`src/rtl/pid_pkg.sv`:
```
// Shared definitions for the PID controller datapath units.
package pid_pkg;

    localparam int unsigned PID_EW = 8;
    localparam int unsigned PID_KW = 6;
    localparam int unsigned PID_OW = 8;

    typedef enum logic [1:0] {
        IDLE = 2'd0,
        MUL  = 2'd1,
        SAT  = 2'd2
    } pid_state_e;

    // Signed clamp of a 64-bit value into an ow-bit signed range; sat flags a clamp.
    function automatic logic signed [63:0] sat_clamp(
        input  logic signed [63:0] x,
        input  int unsigned        ow,
        output logic               sat
    );
        logic signed [63:0] hi;
        logic signed [63:0] lo;
        hi = (64'sd1 <<< (ow - 1)) - 64'sd1;
        lo = -(64'sd1 <<< (ow - 1));
        sat = 1'b0;
        sat_clamp = x;
        if (x > hi) begin
            sat_clamp = hi;
            sat = 1'b1;
        end else if (x < lo) begin
            sat_clamp = lo;
            sat = 1'b1;
        end
    endfunction

endpackage

```
`src/rtl/pid_derivative_seq_mul.sv`:
```
// Sequential shift-add multiplier: signed multiplicand x unsigned multiplier, LSB first.
module seq_shift_add_mul
    import pid_pkg::*;
#(
    parameter int unsigned AW = PID_EW + 1,
    parameter int unsigned BW = PID_KW
) (
    input  logic                     clk,
    input  logic                     rst_n,
    input  logic                     ena_i,
    input  logic                     abort_i,
    input  logic                     start_i,
    input  logic signed [AW-1:0]     a_i,
    input  logic [BW-1:0]            b_i,
    output logic signed [AW+BW-1:0]  acc_o,
    output logic                     last_c
);

    localparam int unsigned PW = AW + BW;
    localparam int unsigned CW = $clog2(BW + 1);

    logic signed [AW-1:0] a_q, a_d;
    logic [BW-1:0]        b_q, b_d;
    logic signed [PW-1:0] acc_q, acc_d;
    logic [CW-1:0]        cnt_q, cnt_d;
    logic                 busy_q, busy_d;

    assign last_c = busy_q && (cnt_q == CW'(BW - 1));
    assign acc_o  = acc_q;

    // Load on start, then add one shifted partial product per enabled cycle.
    always_comb begin
        a_d    = a_q;
        b_d    = b_q;
        acc_d  = acc_q;
        cnt_d  = cnt_q;
        busy_d = busy_q;
        if (ena_i) begin
            if (abort_i) begin
                busy_d = 1'b0;
                cnt_d  = '0;
            end else if (start_i) begin
                a_d    = a_i;
                b_d    = b_i;
                acc_d  = '0;
                cnt_d  = '0;
                busy_d = 1'b1;
            end else if (busy_q) begin
                if (b_q[cnt_q]) begin
                    acc_d = acc_q + (PW'(a_q) <<< cnt_q);
                end
                if (last_c) begin
                    busy_d = 1'b0;
                    cnt_d  = '0;
                end else begin
                    cnt_d = cnt_q + CW'(1);
                end
            end
        end
    end

    // Multiplier state registers.
    always_ff @(posedge clk or negedge rst_n) begin
        if (!rst_n) begin
            a_q    <= '0;
            b_q    <= '0;
            acc_q  <= '0;
            cnt_q  <= '0;
            busy_q <= 1'b0;
        end else begin
            a_q    <= a_d;
            b_q    <= b_d;
            acc_q  <= acc_d;
            cnt_q  <= cnt_d;
            busy_q <= busy_d;
        end
    end

endmodule

```
`src/rtl/pid_derivative_seq.sv`:
```
// Derivative term: K_d * (e[n] - e[n-1]), fixed-point scaled and saturated.
module pid_derivative_seq
    import pid_pkg::*;
#(
    parameter int unsigned EW   = PID_EW,
    parameter int unsigned KW   = PID_KW,
    parameter int unsigned OW   = PID_OW,
    parameter int unsigned FRAC = 0
) (
    input  logic                 clk,
    input  logic                 rst_n,
    input  logic                 ena,
    input  logic                 clear,
    input  logic signed [EW-1:0] e,
    input  logic                 e_valid,
    output logic                 e_ready,
    input  logic [KW-1:0]        K_d,
    output logic signed [OW-1:0] d_contrib,
    output logic                 d_valid,
    output logic                 d_sat
);

    localparam int unsigned DW = EW + 1;
    localparam int unsigned AW = EW + 1 + KW;

    pid_state_e           state_q, state_d;
    logic signed [EW-1:0] e_prior_q, e_prior_d;
    logic                 primed_q, primed_d;
    logic signed [OW-1:0] d_contrib_q, d_contrib_d;
    logic                 d_sat_q, d_sat_d;
    logic                 d_valid_q, d_valid_d;

    logic signed [DW-1:0] diff_c;
    logic signed [AW-1:0] prod_c;
    logic signed [63:0]   scaled_c;
    logic signed [63:0]   clamped_c;
    logic                 clamp_hit_c;
    logic                 mul_start_c;
    logic                 mul_last_c;

    // Difference is zero until a previous sample exists (kick suppression).
    assign diff_c  = primed_q ? (DW'(e) - DW'(e_prior_q)) : '0;
    assign e_ready = ena && (state_q == IDLE) && !clear;

    seq_shift_add_mul #(
        .AW (DW),
        .BW (KW)
    ) u_mul (
        .clk     (clk),
        .rst_n   (rst_n),
        .ena_i   (ena),
        .abort_i (clear),
        .start_i (mul_start_c),
        .a_i     (diff_c),
        .b_i     (K_d),
        .acc_o   (prod_c),
        .last_c  (mul_last_c)
    );

    // Fixed-point rescale and clamp of the finished product.
    always_comb begin
        clamp_hit_c = 1'b0;
        scaled_c    = 64'(prod_c) >>> FRAC;
        clamped_c   = sat_clamp(scaled_c, OW, clamp_hit_c);
    end

    // Next-state and output logic.
    always_comb begin
        state_d     = state_q;
        e_prior_d   = e_prior_q;
        primed_d    = primed_q;
        d_contrib_d = d_contrib_q;
        d_sat_d     = d_sat_q;
        d_valid_d   = 1'b0;
        mul_start_c = 1'b0;
        if (ena) begin
            if (clear) begin
                state_d   = IDLE;
                primed_d  = 1'b0;
                e_prior_d = '0;
            end else begin
                case (state_q)
                    IDLE: begin
                        if (e_valid) begin
                            mul_start_c = 1'b1;
                            e_prior_d   = e;
                            primed_d    = 1'b1;
                            state_d     = MUL;
                        end
                    end
                    MUL: begin
                        if (mul_last_c) begin
                            state_d = SAT;
                        end
                    end
                    SAT: begin
                        d_contrib_d = OW'(clamped_c);
                        d_sat_d     = clamp_hit_c;
                        d_valid_d   = 1'b1;
                        state_d     = IDLE;
                    end
                    default: state_d = IDLE;
                endcase
            end
        end
    end

    // State and output registers; d_valid drops on any edge where it is not re-issued.
    always_ff @(posedge clk or negedge rst_n) begin
        if (!rst_n) begin
            state_q     <= IDLE;
            e_prior_q   <= '0;
            primed_q    <= 1'b0;
            d_contrib_q <= '0;
            d_sat_q     <= 1'b0;
            d_valid_q   <= 1'b0;
        end else begin
            state_q     <= state_d;
            e_prior_q   <= e_prior_d;
            primed_q    <= primed_d;
            d_contrib_q <= d_contrib_d;
            d_sat_q     <= d_sat_d;
            d_valid_q   <= d_valid_d;
        end
    end

    assign d_contrib = d_contrib_q;
    assign d_sat     = d_sat_q;
    assign d_valid   = d_valid_q;

endmodule

```
`config.mk`:
```
export PLATFORM = sky130hd
export DESIGN_NAME = pid_derivative_seq
export DESIGN_NICKNAME = d
export VERILOG_FILES = /design/src/rtl/pid_pkg.sv /design/src/rtl/pid_derivative_seq_mul.sv /design/src/rtl/pid_derivative_seq.sv
export SDC_FILE = /design/constraint.sdc
export NUM_CORES = 1
export LEC_CHECK = 0
export ABC_AREA = 1
export CAP_MARGIN = 20
export CORE_MARGIN = 4
export CORE_UTILIZATION = 30
export DETAILED_ROUTE_END_ITERATION = 10
export GPL_TIMING_DRIVEN = 0
export HOLD_SLACK_MARGIN = 0.12
export PLACE_DENSITY = 0.59
export SLEW_MARGIN = 20
export SYNTH_ARGS = -nofsm -noshare
export SYNTH_HDL_FRONTEND = slang
export SYNTH_SLANG_ARGS = --single-unit
```
`constraint.sdc`:
```
create_clock -name clk -period 2.2 [get_ports clk]
set_input_delay 0.33 -clock clk [delete_from_list [all_inputs] [get_ports clk]]
set_output_delay 0.33 -clock clk [all_outputs]
set_load 0.02 [all_outputs]
```
# Yosys cells after proc, flatten, opt, wreduce, memory -nomap -nowiden

Index checks and enable logic that the tools add are counted.

Input port bits: 19
Output and inout bits: 11
Bits in registers: 55
Logic and storage cells: 75

Magnitude comparators: 3
$add $sub $neg: 3
Eq/ne operators: 5
Muxes and demuxes: 35
Shift-type cells: 1
Bitwise logic cells: 1
Reductions and logical operators: 16

Operators by type and width:

| operator                                                                       | number |
|---|---|
| 15-bit 2-to-1 mux                                                              | 3 |
| 8-bit 2-to-1 mux                                                               | 5 |
| 1-bit 2-to-1 mux                                                               | 17 |
| 15-bit adder                                                                   | 1 |
| 15-bit by 8-bit > comparator with 1-bit output (second input constant)         | 1 |
| 15-bit by 8-bit less-than comparator with 1-bit output (second input constant) | 1 |
| 9-bit by 3-bit <<< shifter with 15-bit output                                  | 1 |
| 3-bit 2-to-1 mux                                                               | 4 |
| 3-bit AND reduction                                                            | 4 |
| 9-bit 2-to-1 mux                                                               | 1 |
| 8-bit by 8-bit subtractor with 9-bit output                                    | 1 |
| 2-bit nonzero test                                                             | 4 |
| 2-bit 2-to-1 mux                                                               | 3 |
| 3-bit inequality test (second input constant)                                  | 2 |
| 3-bit by 4-bit less-than comparator with 1-bit output (second input constant)  | 1 |
| 2-bit case mux with 2 select lines                                             | 1 |
| 4-bit AND reduction                                                            | 1 |
| 3-bit by 1-bit adder with 3-bit output (second input constant)                 | 1 |
| 1-bit binary-select mux with 3-bit select                                      | 1 |
| 3-bit == test (second input constant)                                          | 1 |
| 1-bit logical AND                                                              | 3 |
| 3-bit nonzero test                                                             | 1 |
| 2-bit by 1-bit == test with 1-bit output (second input constant)               | 1 |
| 2-bit == test (second input constant)                                          | 1 |
| other kinds (4)                                                                | 4 |

# Longest topological paths before layout

Gate-level depths: netlist (run 1).

Word-level depth: 6
Mapped depth: 18
Gate-level depth less buffers: 17

# Modules after synthesis

A second synthesis (run 1) with hierarchy kept.

Cell total of the unflattened synthesis: 562
Area total of the unflattened synthesis: 3,920.0 um^2

By module, submodules not included:

| module             | instances | area each (um^2) | cells an instance | sequential area each (um^2) |
|---|---|---|---|---|
| seq_shift_add_mul  | 1         | 2,528.7          | 358               | 850.8 |
| pid_derivative_seq | 1         | 1,391.3          | 204               | 525.5 |

# Worst setup path before layout (run 1)

No wires, ideal clock.

Path type: flip-flop to flip-flop
From: reg u_mul.cnt_q[0]
To: reg u_mul.acc_q[8], in the netlist u_mul.acc_o[8]
Period minus slack after synthesis: 2,351 ps
Required time: 2,071 ps
Slack: -151 ps
Path buffers: 2
Arrival: 2,222 ps
Setup time: 129 ps
Cell stages (with the launch flop): 13
Cell sequence: dfrtp_1 > buf_4 > buf_2 > o21ai_0 > o21ai_0 > nor2_1 > ha_1 > or2_2 > and2_1 > nand2_1 > nand2_1 > xnor2_1 > o22ai_1

Cells in the longest elaborated chain, start to end: 5
Elaborated cells on any way between the ends: 9
Those cells by class: 1 x add/sub; 1 x shift; 5 x mux; 2 x reduce/logical

Ends and longest elaborated chain:

| element                                       | line                         | source |
|---|---|---|
| start, declared                               | pid_derivative_seq_mul.sv:25 | `logic [CW-1:0] cnt_q, cnt_d;` |
| start signal, assigned                        | pid_derivative_seq_mul.sv:74 | `cnt_q <= cnt_d;` |
| 9-bit by 3-bit <<< shifter with 15-bit output | pid_derivative_seq_mul.sv:50 | `acc_d = acc_q + (PW'(a_q) <<< cnt_q);` |
| 15-bit adder                                  | pid_derivative_seq_mul.sv:50 |  |
| 15-bit 2-to-1 mux                             | pid_derivative_seq_mul.sv:49 | `if (b_q[cnt_q]) begin` |
| 15-bit 2-to-1 mux                             | pid_derivative_seq_mul.sv:48 | `end else if (busy_q) begin` |
| 15-bit 2-to-1 mux                             | pid_derivative_seq_mul.sv:42 | `end else if (start_i) begin` |
| end signal, assigned                          | pid_derivative_seq_mul.sv:67 | `acc_q <= '0;` |
| end signal, assigned                          | pid_derivative_seq_mul.sv:73 | `acc_q <= acc_d;` |
| end, declared                                 | pid_derivative_seq_mul.sv:24 | `logic signed [PW-1:0] acc_q, acc_d;` |

Parallel ways exist; a longest one is shown, timed or not. The select of a mux whose other input is x is not followed.
A chain may end at the register's enable or synchronous reset.

# Final worst setup path (run 1)

From: reg u_mul.cnt_q[0]
To: reg u_mul.acc_q[14], in the netlist u_mul.acc_o[14]

Same word-level chain as after synthesis.

==> results of run 1 <==
## through the flow
stage / hold WS [ns] / total power (W)
after floorplan: 0.0344 / 0.00354
after global placement: 0.462 / 0.00422
after detailed placement: 0.341 / 0.00427
after CTS: 0.486 / 0.00574
after global routing: 0.517 / 0.00652
final: 0.477 / 0.00598
## report_power, final
| group | switching (W) | total [W] | internal (W) | leakage, nW |
|---|---|---|---|---|
| clock | 0.000357 | 0.000889 | 0.000532 | 0.0769 |
| sequential | 0.000243 | 0.00159 | 0.00135 | 0.715 |
| combinational | 0.00197 | 0.00350 | 0.00153 | 1.68 |
| total | 0.00257 | 0.00598 | 0.00341 | 2.47 |
## registers in the layout, summed over array words and instances, names as in the netlist
register	flops
d_contrib	8
e_prior_q	8
d_sat	1
u_mul.a_q	9
u_mul.b_q	6
primed_q	1
d_valid	1
u_mul.acc_o	15
u_mul.cnt_q	3
state_q	2
u_mul.busy_q	1
## layer usage
layer	vias up	part of all wire (%)	track usage, %
li1	1842	-	-
met1	1631	46	17.6
met2	60	49	22.4
met3	10	4.2	2.39
met4	0	1.3	3.40
met5	-	0	0
## final timing paths
check	startpoint	end	slack (ns)	depth (start not counted)
max in group asynchronous	rst_n	u_mul.cnt_q[0]	1.37	3
max reg2reg	u_mul.cnt_q[0]	u_mul.acc_o[14]	-0.18	16
min reg2reg	d_contrib[4]	d_contrib[4]	0.48	2
min in group asynchronous	rst_n	u_mul.acc_o[11]	0.56	3
max	u_mul.cnt_q[0]	u_mul.acc_o[14]	-0.18	16
min	d_contrib[4]	d_contrib[4]	0.48	2
## cell families (layout without fill, tap and decap cells)
family / count (synthesis) / after routing / synth area share [%]
simple gates: 267 / 267 / 30.0
compound gates: 90 / 90 / 13.0
flops: 55 / 55 / 36.3
buf+inv: 86 / 145 / 9.07
fa+ha+maj: 26 / 26 / 8.97
mux: 3 / 3 / 0.792
xor+xnor: 8 / 8 / 1.85
## Yosys cell counts, drive strengths merged
library cell	n
o211ai	1
a21oi	17
o22ai	10
dfrtp	55
mux2i	3
o21bai	1
nand3	29
clkbuf	2
nor2	33
a31oi	3
nand3b	3
inv	78
xor2	2
or2	2
o21ai	58
ha	24
nand2	184
nand4	7
xnor2	6
nor3	6
buf	6
fa	2
and2	3
## layout make-up
| cell class | count | area [sq um] |
|---|---|---|
| multi-input combinational | 394 | 2330 |
| fill | 1290 | 7260 |
| buffer | 8 | 72.6 |
| timing repair buffer | 52 | 503 |
| tap | 168 | 210 |
| sequential | 55 | 1380 |
| inverter | 78 | 300 |
| clock buffer | 6 | 129 |
| clock inverter | 1 | 30.0 |
## worst register-to-register path: stages, from the launching register on
cell,delay (ns)
dfrtp_2,0.43
buf_6,0.15
clkbuf_16,0.16
o21ai_4,0.15
o21ai_2,0.10
mux2i_1,0.21
ha_1,0.32
nand2_1,0.11
nand2_2,0.07
nand2_2,0.08
nand2_2,0.05
a21oi_2,0.13
nand2_2,0.09
inv_1,0.06
nand2_1,0.05
nand3_2,0.05
nand2_1,0.05
## what timing repair did
| item | 4_1_cts | 5_1_grt |
|---|---|---|
| hold buffers | 1 | 0 |
| setup buffers | 16 | 3 |
| hold endpoints to repair | 55 | 0 |
| endpoints found under the setup margin | 12 | 13 |
| gates cloned | 1 | 1 |
| resized for setup | 66 | 34 |
| pin swaps | 25 | 24 |
==> flow_summary.ini, run 1 <==
[die]
initial_utilization_pct = 31.1
fp-row-count = 40
dieWidth_microns = 120
die_h_microns = 120
core_sq_mm = 0.0122
die_area_sq_mm = 0.0145
pin_count = 30

[job]
maxCapViolations = 0

[place]
placedCellCount = 733
dp_hpwl_mm = 6.98
post-place-ws_ns = -0.442
place_area_sq_mm = 0.00433
io_buffers = 29
gp_routability_congestion = 0.902

[logic_synthesis]
synth_top_cell_by_area = dfrtp_1
yosysWarnings = 0
netlist_instances = 535
ys_types = 36
synthTopCellsByArea = dfrtp_1 36%, nand2_1 18%, ha_1 7.9%
syn_area_sq_mm = 0.00379
avgSynthCellArea_sq_um = 7.09
yosysSeqAreaShare_pct = 36.3
synth_top_area_share_pct = 36.3
synth-seq-cells = 55
synth.net_count = 580

[clocking]
clk_path_buf_depth = 2
root_buffer = clkbuf_16
clkSlewWorstSetupHoldPaths_ns = 0.07
cts_tree = yes
cts-buffers-inserted = 5
htreeDepth = 2
cts_sinks = 55
clk_latency_ns = 0.30

[layout]
area_growth_pct = 30.6
layout.nets = 639
fin_cells = 762
drive_above_1_share_pct = 21.0
final_common_cell = nand2_1
final_area_sq_mm = 0.00495
antenna_cells = 0
final_util_pct = 40.6
final_cell_mix = 161 x nand2_1, 68 x inv_1, 53 x dfrtp_1

[detailed_routing]
wl_per_cell_microns = 12.3
postRouteAntennaNets = 0
vias_per_cell = 4.65
detailedRoute.firstIterationViolations = 140
drt-total-wl_mm = 9.41
first_pass_iters = 4
drc_errors = 0
vias = 3543

[power]
ir_drop_mv = 0.381
p_leak_nw = 2.47
powerDensity_mw_per_mm2 = 1210

[critical_path]
cp-end-kind = register
required_ns = 2.38
arrival_ns = 2.56
crit_family = simple AND/OR/NAND/NOR gates
critical_path.cell_chain = buf_6 > clkbuf_16 > o21ai_4 > o21ai_2 > mux2i_1 > ha_1 > nand2_1 > nand2_2 > nand2_2 > nand2_2 > a21oi_2 > nand2_2 > inv_1 > nand2_1 > nand3_2 > nand2_1
critical-path-slowest-cell = dfrtp_2
path_class = register to register
max_stage_delay_ns = 0.43
crit_top_cell = nand2_2
worst_setup_path_start_kind = register
worstPathMaxFanout = 6
path_buf_inv = 3

[timing]
fin_worst_skew_ns = 0.00942
rsz0062_at_grt = yes
fmaxAchievable_ghz = 0.421
maxSlewViolCount = 0
relSlewSlack_pct = 66.1
setup_tns_ns = -1.07
setup_viol = 11
layout_min_cycle_time_ns = 2.38
setup_ws_ns = -0.177
hold_violations = 0
post-route-period-util_pct = 108
worstMarginPinSlew_ns = 0.506

[grt]
antenna_found_initial = 0
grt_overflow = 0
grt_use_total_pct = 13.3
grt_pass1_wl_mm = 16.0
grt_pass1_vias = 3419
grt_max_degree = 56

[worst_hold_path]
hp-class = register to register

[run_status]
violations = setup timing
status = finished with violations
No activity file was read; power rests on OpenSTA's default activity.
==> inputs of run 2 (changes only) <==
--- a/config.mk
+++ b/config.mk
@@ -7,12 +7,14 @@
 export LEC_CHECK = 0
 export ABC_AREA = 1
 export CAP_MARGIN = 20
+export CELL_PAD_IN_SITES_DETAIL_PLACEMENT = 1
+export CELL_PAD_IN_SITES_GLOBAL_PLACEMENT = 1
 export CORE_MARGIN = 4
 export CORE_UTILIZATION = 30
 export DETAILED_ROUTE_END_ITERATION = 10
 export GPL_TIMING_DRIVEN = 0
 export HOLD_SLACK_MARGIN = 0.12
-export PLACE_DENSITY = 0.59
+export PLACE_DENSITY = 0.73
 export SLEW_MARGIN = 20
 export SYNTH_ARGS = -nofsm -noshare
 export SYNTH_HDL_FRONTEND = slang
==> flow_summary.ini, run 2 (synthesis gave the netlist of run 1 again) <==
[timing]
maxSlewViolCount = 0
setup_viol = 11
rsz0062_at_grt = yes
fmaxAchievable_ghz = 0.406
worstMarginPinSlew_ns = 0.547
layout_min_cycle_time_ns = 2.46
setup_ws_ns = -0.264
fin_worst_skew_ns = 0.00787
hold_violations = 0
post-route-period-util_pct = 112
relSlewSlack_pct = 63.4

[die]
die_area_sq_mm = 0.0145
die_h_microns = 120
dieWidth_microns = 120
core_sq_mm = 0.0122
fp-row-count = 40
initial_utilization_pct = 31.1
pin_count = 30

[clocking]
root_buffer = clkbuf_16
clk_path_buf_depth = 2
htreeDepth = 2
clk_latency_ns = 0.31
cts-buffers-inserted = 5
cts_sinks = 55
cts_tree = yes
clkSlewWorstSetupHoldPaths_ns = 0.08

[grt]
grt_max_degree = 30
grt_use_total_pct = 16.4
grt_pass1_wl_mm = 19.5
antenna_found_initial = 0
grt_pass1_vias = 4061
grt_overflow = 0

[critical_path]
required_ns = 2.39
worst_setup_path_start_kind = register
cp-end-kind = register
r2r_end = u_mul.acc_o[8]
ff2ff_path_depth = 15
worstPathMaxFanout = 6
cp-startpoint = u_mul.cnt_q[0]
path_class = register to register
arrival_ns = 2.65
regToRegSetupSlack_ns = -0.26
worstReg2RegStart = u_mul.cnt_q[0]

[worst_hold_path]
hp-class = input port to asynchronous set/reset pin

[layout]
final_common_cell = nand2_1
largest_reg_flops = 15
area_growth_pct = 39.1
multi_input_area_sq_mm = 0.00259
drive_above_1_share_pct = 28.5
seq_area_sq_mm = 0.00138
antenna_cells = 0
final_area_sq_mm = 0.00528
final_cell_mix = 144 x nand2_1, 64 x inv_1, 53 x dfrtp_1
layout.nets = 643
num-fill-cells = 1517

[power]
powerDensity_mw_per_mm2 = 1330
ir_drop_mv = 0.398
finalPower_w = 0.00703
p_leak_nw = 2.57

[run_status]
violations = setup timing
status = finished with violations

[detailed_routing]
vias = 3783
first_pass_iters = 4
drt-total-wl_mm = 12.7
postRouteAntennaNets = 0
vias_per_cell = 4.93
drc_errors = 0
wl_per_cell_microns = 16.6
detailedRoute.firstIterationViolations = 183

[place]
io_buffers = 29
dp_hpwl_mm = 8.12
place_area_sq_mm = 0.00433
post-place-ws_ns = -0.480
gp_routability_congestion = 0.841

[job]
maxCapViolations = 0
==> run 2: changes by cell type in the layout (fill, tap and decap cells not counted), sizes merged <==
cell	delta
buf	+6
clkbuf	-2
inv	+1
==> run 2: critical path, cell delays in order (launching register included) <==
cell and delay [ns]:
dfrtp_2 0.43, buf_6 0.15, buf_6 0.12, o21ai_2 0.14, inv_2 0.06, nand2_2 0.06, o21ai_2 0.07, mux2i_2 0.26
ha_4 0.28, nand2_2 0.08, nand2_2 0.08, a21oi_2 0.15, buf_4 0.14, nand2_2 0.06, xnor2_1 0.14, o22ai_1 0.11
==> run 2: worst max path at each step <==
stage	endpoint	slack, ns	cells past startpoint
floorplan	u_mul.acc_o[14]	-0.01	17
global route	u_mul.acc_o[14]	-0.39	18
CTS	u_mul.acc_o[14]	-0.17	17
finish	u_mul.acc_o[8]	-0.26	15
detailed placement	u_mul.acc_o[13]	-0.48	14
global placement	u_mul.b_q[1]	-1.11	1
==> run 2: through the flow <==
step | hold slack, ns | std cells | util [%] | setup TNS [ns]
global route | 0.501 | 767 | 43.2 | -3.55
global placement | 0.461 | 732 | 35.3 | -64.52
finish | 0.477 | 767 | 43.2 | -2.22
floorplan | 0.0344 | 535 | - | -0.0147
detailed placement | 0.284 | 733 | 35.4 | -4.59
CTS | 0.484 | 764 | 40.4 | -1.32
==> run 2: layer usage <==
metal | vias to the layer above | GRT usage, % | wire, microns
met5 | - | 0 | 0
met4 | 0 | 5.59 | 523
met3 | 34 | 3.04 | 488
met2 | 89 | 29.1 | 6650
met1 | 1812 | 20.0 | 5070
li1 | 1848 | - | -
==> run 2: area by class of cell <==
type | instances | share of cell area (%)
clock inverters | 2 | 0.735
flip-flops and latches | 55 | 26.1
clock buffers | 6 | 2.63
multi-input cells | 394 | 49.0
repair buffers | 56 | 10.4
inverters | 78 | 5.69
plain buffers | 8 | 1.35
well taps | 168 | 3.98
==> run 2: where the power goes <==
part           total [W]  internal [W]  switching (W)
combinational    0.00439       0.00189        0.00250
clock           0.000992      0.000575       0.000418
sequential       0.00164       0.00135       0.000295
==> run 2: what timing repair did <==
action / CTS / global route
setup buffers: 21 / 3
endpoints found under the hold margin: 26 / 0
setup endpoints to repair: 12 / 13
gates resized for setup: 84 / 83
hold buffers: 1 / 0
pin swaps: 44 / 54
gates cloned: 1 / 0
